$ cat config.mk
export PLATFORM = sky130hd
export DESIGN_NAME = mem_arbiter
export DESIGN_NICKNAME = d
export VERILOG_FILES = /design/src/rtl/mem_arbiter.sv
export SDC_FILE = /design/constraint.sdc
export NUM_CORES = 1
export LEC_CHECK = 0
export BUFFER_PORTS_ARGS = -buffer_cell sky130_fd_sc_hd__buf_2
export CORE_MARGIN = 2
export CORE_UTILIZATION = 25
export CTS_CLUSTER_DIAMETER = 50
export CTS_CLUSTER_SIZE = 30
export DETAILED_ROUTE_END_ITERATION = 16
export GPL_TIMING_DRIVEN = 0
export HOLD_SLACK_MARGIN = 0.15
export SLEW_MARGIN = 25
export SYNTH_ARGS = -nofsm -noshare
export SYNTH_HDL_FRONTEND = slang
export SYNTH_SLANG_ARGS = --single-unit
$ cat constraint.sdc
create_clock -name clk -period 2.39 [get_ports clk]
set_clock_uncertainty 0.1 [all_clocks]
set_input_delay 0 -clock clk [delete_from_list [all_inputs] [get_ports clk]]
set_output_delay 0 -clock clk [all_outputs]
set_load 0.05 [all_outputs]
$ cat src/rtl/mem_arbiter.sv
// mem_arbiter: shares one memory-manager port between instruction fetch
// (read-only) and the data path (read/write).
//
// Flow: IDLE (arbitrate) -> ISSUE (strobe) -> WAIT (handshake + watchdog)
//       -> DONE (one-cycle done pulse) -> IDLE.
//
// Ports:
//   clk, rst                     clock, async active-high reset
//   f_req/f_addr                 fetch request (level) and address
//   f_rdata/f_done               fetch read data (held) and done pulse
//   d_req/d_addr/d_wdata/d_rnw   data request, address, write data, direction
//   d_rdata/d_done               data read data (held) and done pulse
//   bus_err                      accompanies done when the access timed out
//   mem_addr/mem_wdata/mem_rnw   registered access to the memory manager
//   mem_enable                   access strobe, high through ISSUE and WAIT
//   mem_rdata/mem_ready          memory manager response
module mem_arbiter #(
  parameter int DW      = 8,
  parameter int AW      = 8,
  parameter int TIMEOUT = 15
) (
  input  logic          clk,
  input  logic          rst,
  input  logic          f_req,
  input  logic [AW-1:0] f_addr,
  output logic [DW-1:0] f_rdata,
  output logic          f_done,
  input  logic          d_req,
  input  logic [AW-1:0] d_addr,
  input  logic [DW-1:0] d_wdata,
  input  logic          d_rnw,
  output logic [DW-1:0] d_rdata,
  output logic          d_done,
  output logic          bus_err,
  output logic [AW-1:0] mem_addr,
  output logic [DW-1:0] mem_wdata,
  output logic          mem_rnw,
  output logic          mem_enable,
  input  logic [DW-1:0] mem_rdata,
  input  logic          mem_ready
);

  localparam int CW = (TIMEOUT > 1) ? $clog2(TIMEOUT) : 1;
  localparam logic [CW-1:0] CNT_LAST = CW'(TIMEOUT - 1);

  typedef enum logic [1:0] {IDLE, ISSUE, WAIT, DONE} state_t;

  state_t        state;
  logic          owner_d;  // 1 = current access belongs to the data path
  logic          last_d;   // 1 = data path was served last
  logic [CW-1:0] cnt;
  logic          grant_d;
  logic          expire;

  // Data wins when it is the only requester, or on a tie when fetch was
  // served last.
  assign grant_d = d_req && (!f_req || !last_d);
  assign expire  = (TIMEOUT != 0) && (cnt == CNT_LAST);

  always_ff @(posedge clk or posedge rst) begin
    if (rst) begin
      state      <= IDLE;
      owner_d    <= 1'b0;
      last_d     <= 1'b1;
      cnt        <= '0;
      mem_addr   <= '0;
      mem_wdata  <= '0;
      mem_rnw    <= 1'b1;
      mem_enable <= 1'b0;
      f_rdata    <= '0;
      d_rdata    <= '0;
      f_done     <= 1'b0;
      d_done     <= 1'b0;
      bus_err    <= 1'b0;
    end else begin
      // Completion flags only live for the single DONE cycle.
      f_done  <= 1'b0;
      d_done  <= 1'b0;
      bus_err <= 1'b0;
      case (state)
        IDLE: begin
          cnt <= '0;
          if (f_req || d_req) begin
            owner_d    <= grant_d;
            last_d     <= grant_d;
            mem_addr   <= grant_d ? d_addr : f_addr;
            mem_wdata  <= d_wdata;
            mem_rnw    <= grant_d ? d_rnw : 1'b1;
            mem_enable <= 1'b1;
            state      <= ISSUE;
          end
        end
        ISSUE: state <= WAIT;
        WAIT: begin
          cnt <= cnt + 1'b1;
          // Ready takes priority over a watchdog expiry on the same edge.
          if (mem_ready || expire) begin
            if (!mem_ready) begin
              bus_err <= 1'b1;
              if (owner_d) d_rdata <= '1;
              else         f_rdata <= '1;
            end else if (mem_rnw) begin
              if (owner_d) d_rdata <= mem_rdata;
              else         f_rdata <= mem_rdata;
            end
            f_done     <= !owner_d;
            d_done     <= owner_d;
            mem_enable <= 1'b0;
            cnt        <= '0;
            state      <= DONE;
          end
        end
        DONE: begin
          cnt   <= '0;
          state <= IDLE;
        end
        default: state <= IDLE;
      endcase
    end
  end

endmodule

# Yosys cells after proc, flatten, opt, wreduce, memory -nomap -nowiden
# Cells that the tools add are included.
[totals]
output_inout_bits = 37
regBits = 45
wordCells = 63
[op_classes]
muxes = 25
add_sub_neg = 1
n_eq_ne = 7
reduce_logical = 16
bitwise_logic = 1
[op_table]
columns = ["operator", "n"]
rows = [
  ["2-to-1 mux 8 bit", 9],
  ["2-to-1 mux 1 bit", 10],
  ["one-hot mux 2 bit (4 select lines)", 1],
  ["one-hot mux 4 bit (2 select lines)", 1],
  ["AND reduction 4 bit", 2],
  ["!= test 2 bit (second input constant)", 3],
  ["adder 4 x 1 -> 4 bit (second input constant)", 1],
  ["equality test 2 bit (second input constant)", 2],
  ["equality test 4 bit (second input constant)", 1],
  ["2-to-1 mux 2 bit", 2],
  ["2-to-1 mux 4 bit", 1],
  ["AND reduction 2 bit", 2],
  ["nonzero test 2 bit", 2],
  ["logical NOT 1 bit", 3],
  ["logical OR 1 bit", 3],
  ["AND reduction 3 bit", 1],
  ["equality test 2 x 1 -> 1 bit (second input constant)", 1],
  ["logical NOT 2 bit", 1],
  ["one-hot mux 1 bit (2 select lines)", 1],
  ["OR reduction 2 bit", 1],
  ["logical AND 1 bit", 1],
  ["NOT 1 bit", 1],
]

# Depth between registers and ports, before layout
[logic_depth]
ltp_word = 4
depth_mapped = 7
mapped_depth_nobuf = 5

# Worst setup path before layout
# Ideal clock, no wire load.
[synth_path]
kind = "flip-flop to flip-flop"
startpoint = "reg state[0]"
endpoint = "reg state[1]"
setup_ps = 128
n_path_buf = 0
arrival_time_ps = 1314
period_less_slack_ps = 1541
path_stages_with_launch = 6
setup_slack_ps = 849
cell_sequence = "dfrtp_1 -> inv_1 -> ha_1 -> and2b_1 -> a22oi_2 -> mux2_1"
[synth_between]
elab_chain_len = 3
[synth_rtl]
columns = ["item", "line", "text"]
rows = [
  ["from (decl)", "48", "state_t state;"],
  ["from (signal assigned)", "62", "state <= IDLE;"],
  ["from (signal assigned)", "90", "state <= ISSUE;"],
  ["from (signal assigned)", "93", "ISSUE: state <= WAIT;"],
  ["equality test 2 bit / logical NOT 2 bit (equally long branches)", "80", "case (state)"],
  ["!= test 2 bit (no source line)", "-", ""],
  ["AND reduction 2 bit (no source line)", "-", ""],
]
# Parallel ways exist; a longest one is shown, timed or not.
# A chain may end at the register's enable or synchronous reset.

# Final worst setup path
[layout_path]
startpoint = "reg state[0]"
endpoint = "reg mem_wdata[7]"
[layout_between]
elab_chain_len = 2
[layout_rtl]
columns = ["item", "line", "text"]
rows = [
  ["logical NOT 2 bit", "80", ""],
  ["AND reduction 2 bit (no source line)", "-", ""],
  ["to (signal assigned)", "87", "mem_wdata <= d_wdata;"],
  ["to (decl)", "36", "output logic [DW-1:0] mem_wdata,"],
]
# No other way between the ends.

==> results.md <==
* Run status: complete, no violations
* Met3 usage in global routing at 2.579%
* Most common cell in the netlist: dfrtp_1
* Synth Area in Compound Gates at 12.43%
* Critical Path RT at ~2500 ps
* Post-synth top flop: dfrtp_1
* Net count, final at between 300 and 400
* RR Startpoint: state[0]
* DRC viols at 0
* Post-Syn Area at approximately 2000 µm²
* Synthesized flop and latch total at 45
* Register area share after synthesis at 56.34%
* Post-route ant nets at 0
* Post-synth top area cell: dfrtp_1
* Gr ovfl total at 0
* CTS max path bufs at 2
* Syn. warnings at 0
* Maximum clock frequency at 0.4721 GHz
* WP data arrival at 2200 ps
* Largest net degree at the start of global routing at 29
* Total core area at 7727 µm²
* First-pass GRT wire length at 8521 µm
* Skew-Pair Late Insertion Delay at 300 ps
* Chip height at slightly above 90 µm
* Slew @ Worst Pin at 414.6 ps
* Grt peak-use layer: met2
* Mapped Cells at 186
* Multiplexer share of the synthesized area at 9.432%
* Crit path max fanout at 8
* Adder-cell area share of the yosys netlist at 3.123%
* Worst vdd ir at 530.9 µV
* Hold_sp: d_wdata[1]
* Hold Violations, Final at 0
* Share of the synthesized area in the top cell type at between 50% and 60%
* Met1 track demand over resource at 15.11%
* ANT cells at 0
* Post-DP HPWL at 3580 µm
* Worst Slack Setup Final at around 270 ps
* CTS tree: built
* Final Power at 4.311 mW
* Placed cells at 363
* Max cap viols at 0
* Fraction of registers with async set/reset at 100.0%
* Type of the worst min-delay path: input pin to flop
* Average routed wire per standard cell at 12.76 µm
* Clk slew on worst S/H paths at 90 ps
* Post-CTS setup buffer count at 0
* Die width at 93.52 µm
* Critical path origin: state[0]
* Startpoint types: flop
* Worst Setup End Kind: flop
* Setup_tns at 0 ps
* Met2 GRT Util at 21.76%
* Vias in the first global route at 1849
* Worst hold slack at 367.1 ps
* CTS root buf: clkbuf_8
* PostCTS Resize Cnt at 0
* Final period util at 88.62%
* Main combinational cell family by area after synthesis: simple AND/OR/NAND/NOR gates
* Initial Utilization at 25.92%
* Synth cell count leaders: dfrtp_1, nor2_1, a21oi_1
* DR iter-0 viols at 47
* Synth top area cells: dfrtp_1, nor2_1, a21oi_1
* CTS Sinks at 45
* H-tree Lvls at 2
* Gr usage total at 12.37%
* GPL Wtd Cong at 0.7455
* Place WS at between 600 and 700 ps
* Die area at 8745 µm²
* Router iterations before antenna repair at 4
* Slew Limit Fails at 0
* CP Class: flop to flop
* I/O Pins at 75
* # rows at 32
* Initial antenna violation count at 0
* Final setup fails at 0
* Synth Area in Simple Gates at 15.05%
* Post-route insts no fill at ~420
* RSZ-0062 raised after global routing: false
* Period minus WS final at 2118 ps
* Syn_nets at between 200 and 250
* Share of post-route cells with drive strength above 1 at 33.12%
* XOR/XNOR Fraction of Synth Area at 0%
* Pleak at 1.474 nW
* Cts hold-fix bufs at 45
* Yosys cell types at 40
* P per Cell Area at 1398 nW/µm²
* Port bufs at 74
* Vias at 1813
* Detailed Route WL at 5307 µm
* Vias per cell at between 4 and 5
* Max-Slew Margin vs Limit at slightly above 70%
* Num CTS Buffers at 5
* Area grow syn2layout at 53.90%
* Post-synth EDFFs at 0
* Mapped Avg Cell Area at 10.77 µm²
cells in the final DEF, fill, tap and decap left out, drive strengths merged, types with 2 or more instances in the layout:
| cell type | instances |
|---|---|
| mux2i | 8 |
| dfstp | 2 |
| ha | 5 |
| mux2 | 9 |
| dfrtp | 43 |
| o21ai | 13 |
| buf | 80 |
| dlygate4sd3 | 45 |
| nand3 | 4 |
| nand2 | 13 |
| clkbuf | 7 |
| nand2b | 2 |
| a31oi | 2 |
| a21oi | 17 |
| inv | 8 |
| nor2 | 35 |
final cells by class:
type,count,area [µm²]
buffer,6,42.54
clock buffer,6,72.57
clock inverter,2,38.79
fill,778,4644
inverter,8,30.03
multi-input combinational,127,802.0
sequential,45,1129
tap,102,127.6
timing repair buffer,120,840.8
worst max-delay path: stages (launching register included):
cell and delay (ps):
dfrtp_1 390, inv_1 80, ha_1 180, buf_2 170, o21ai_4 150, mux2_2 380, dlygate4sd3_1 550
final timing paths:
path / end / slack, ps / cells after the start
hold / removal: mem_wdata[1] / 370 / 3
setup reg to reg: mem_wdata[7] / 270 / 6
max in group asynchronous: last_d / 940 / 5
min in group asynchronous: mem_addr[5] / 690 / 4
hold reg to reg: mem_addr[4] / 390 / 2
setup / recovery: mem_wdata[7] / 270 / 6
through the flow:
step | area (µm²) | util (%)
CTS | 3083 | 39.90
floorplan | 2003 | -
detailed placement | 2521 | 32.63
global placement | 2501 | 32.37
finish | 3083 | 39.90
global route | 3083 | 39.90
report_power, final:
part	internal (mW)	leakage [nW]	switching (mW)	total [mW]
Combinational	0.777	0.883	1.63	2.41
Clock	0.314	0.0554	0.269	0.583
Sequential	1.11	0.536	0.204	1.32
layer usage:
metal | wire, µm | vias up
met2 | 2607 | 50
met4 | 63 | 0
met1 | 2381 | 862
met3 | 253 | 8
li1 | - | 893
met5 | 0 | -
registers in the layout (all words and copies together), names as in the netlist:
name        flops
d_done          1
mem_addr        8
f_rdata         8
bus_err         1
mem_wdata       8
owner_d         1
f_done          1
state           2
mem_rnw         1
mem_enable      1
d_rdata         8
cnt             4
last_d          1
logic make-up after synthesis:
group / count (synthesis)
compound gates: 40
fa+ha+maj: 5
buf+inv: 14
flops: 45
mux: 17
simple gates: 65
(Power assumes the default switching activity.)
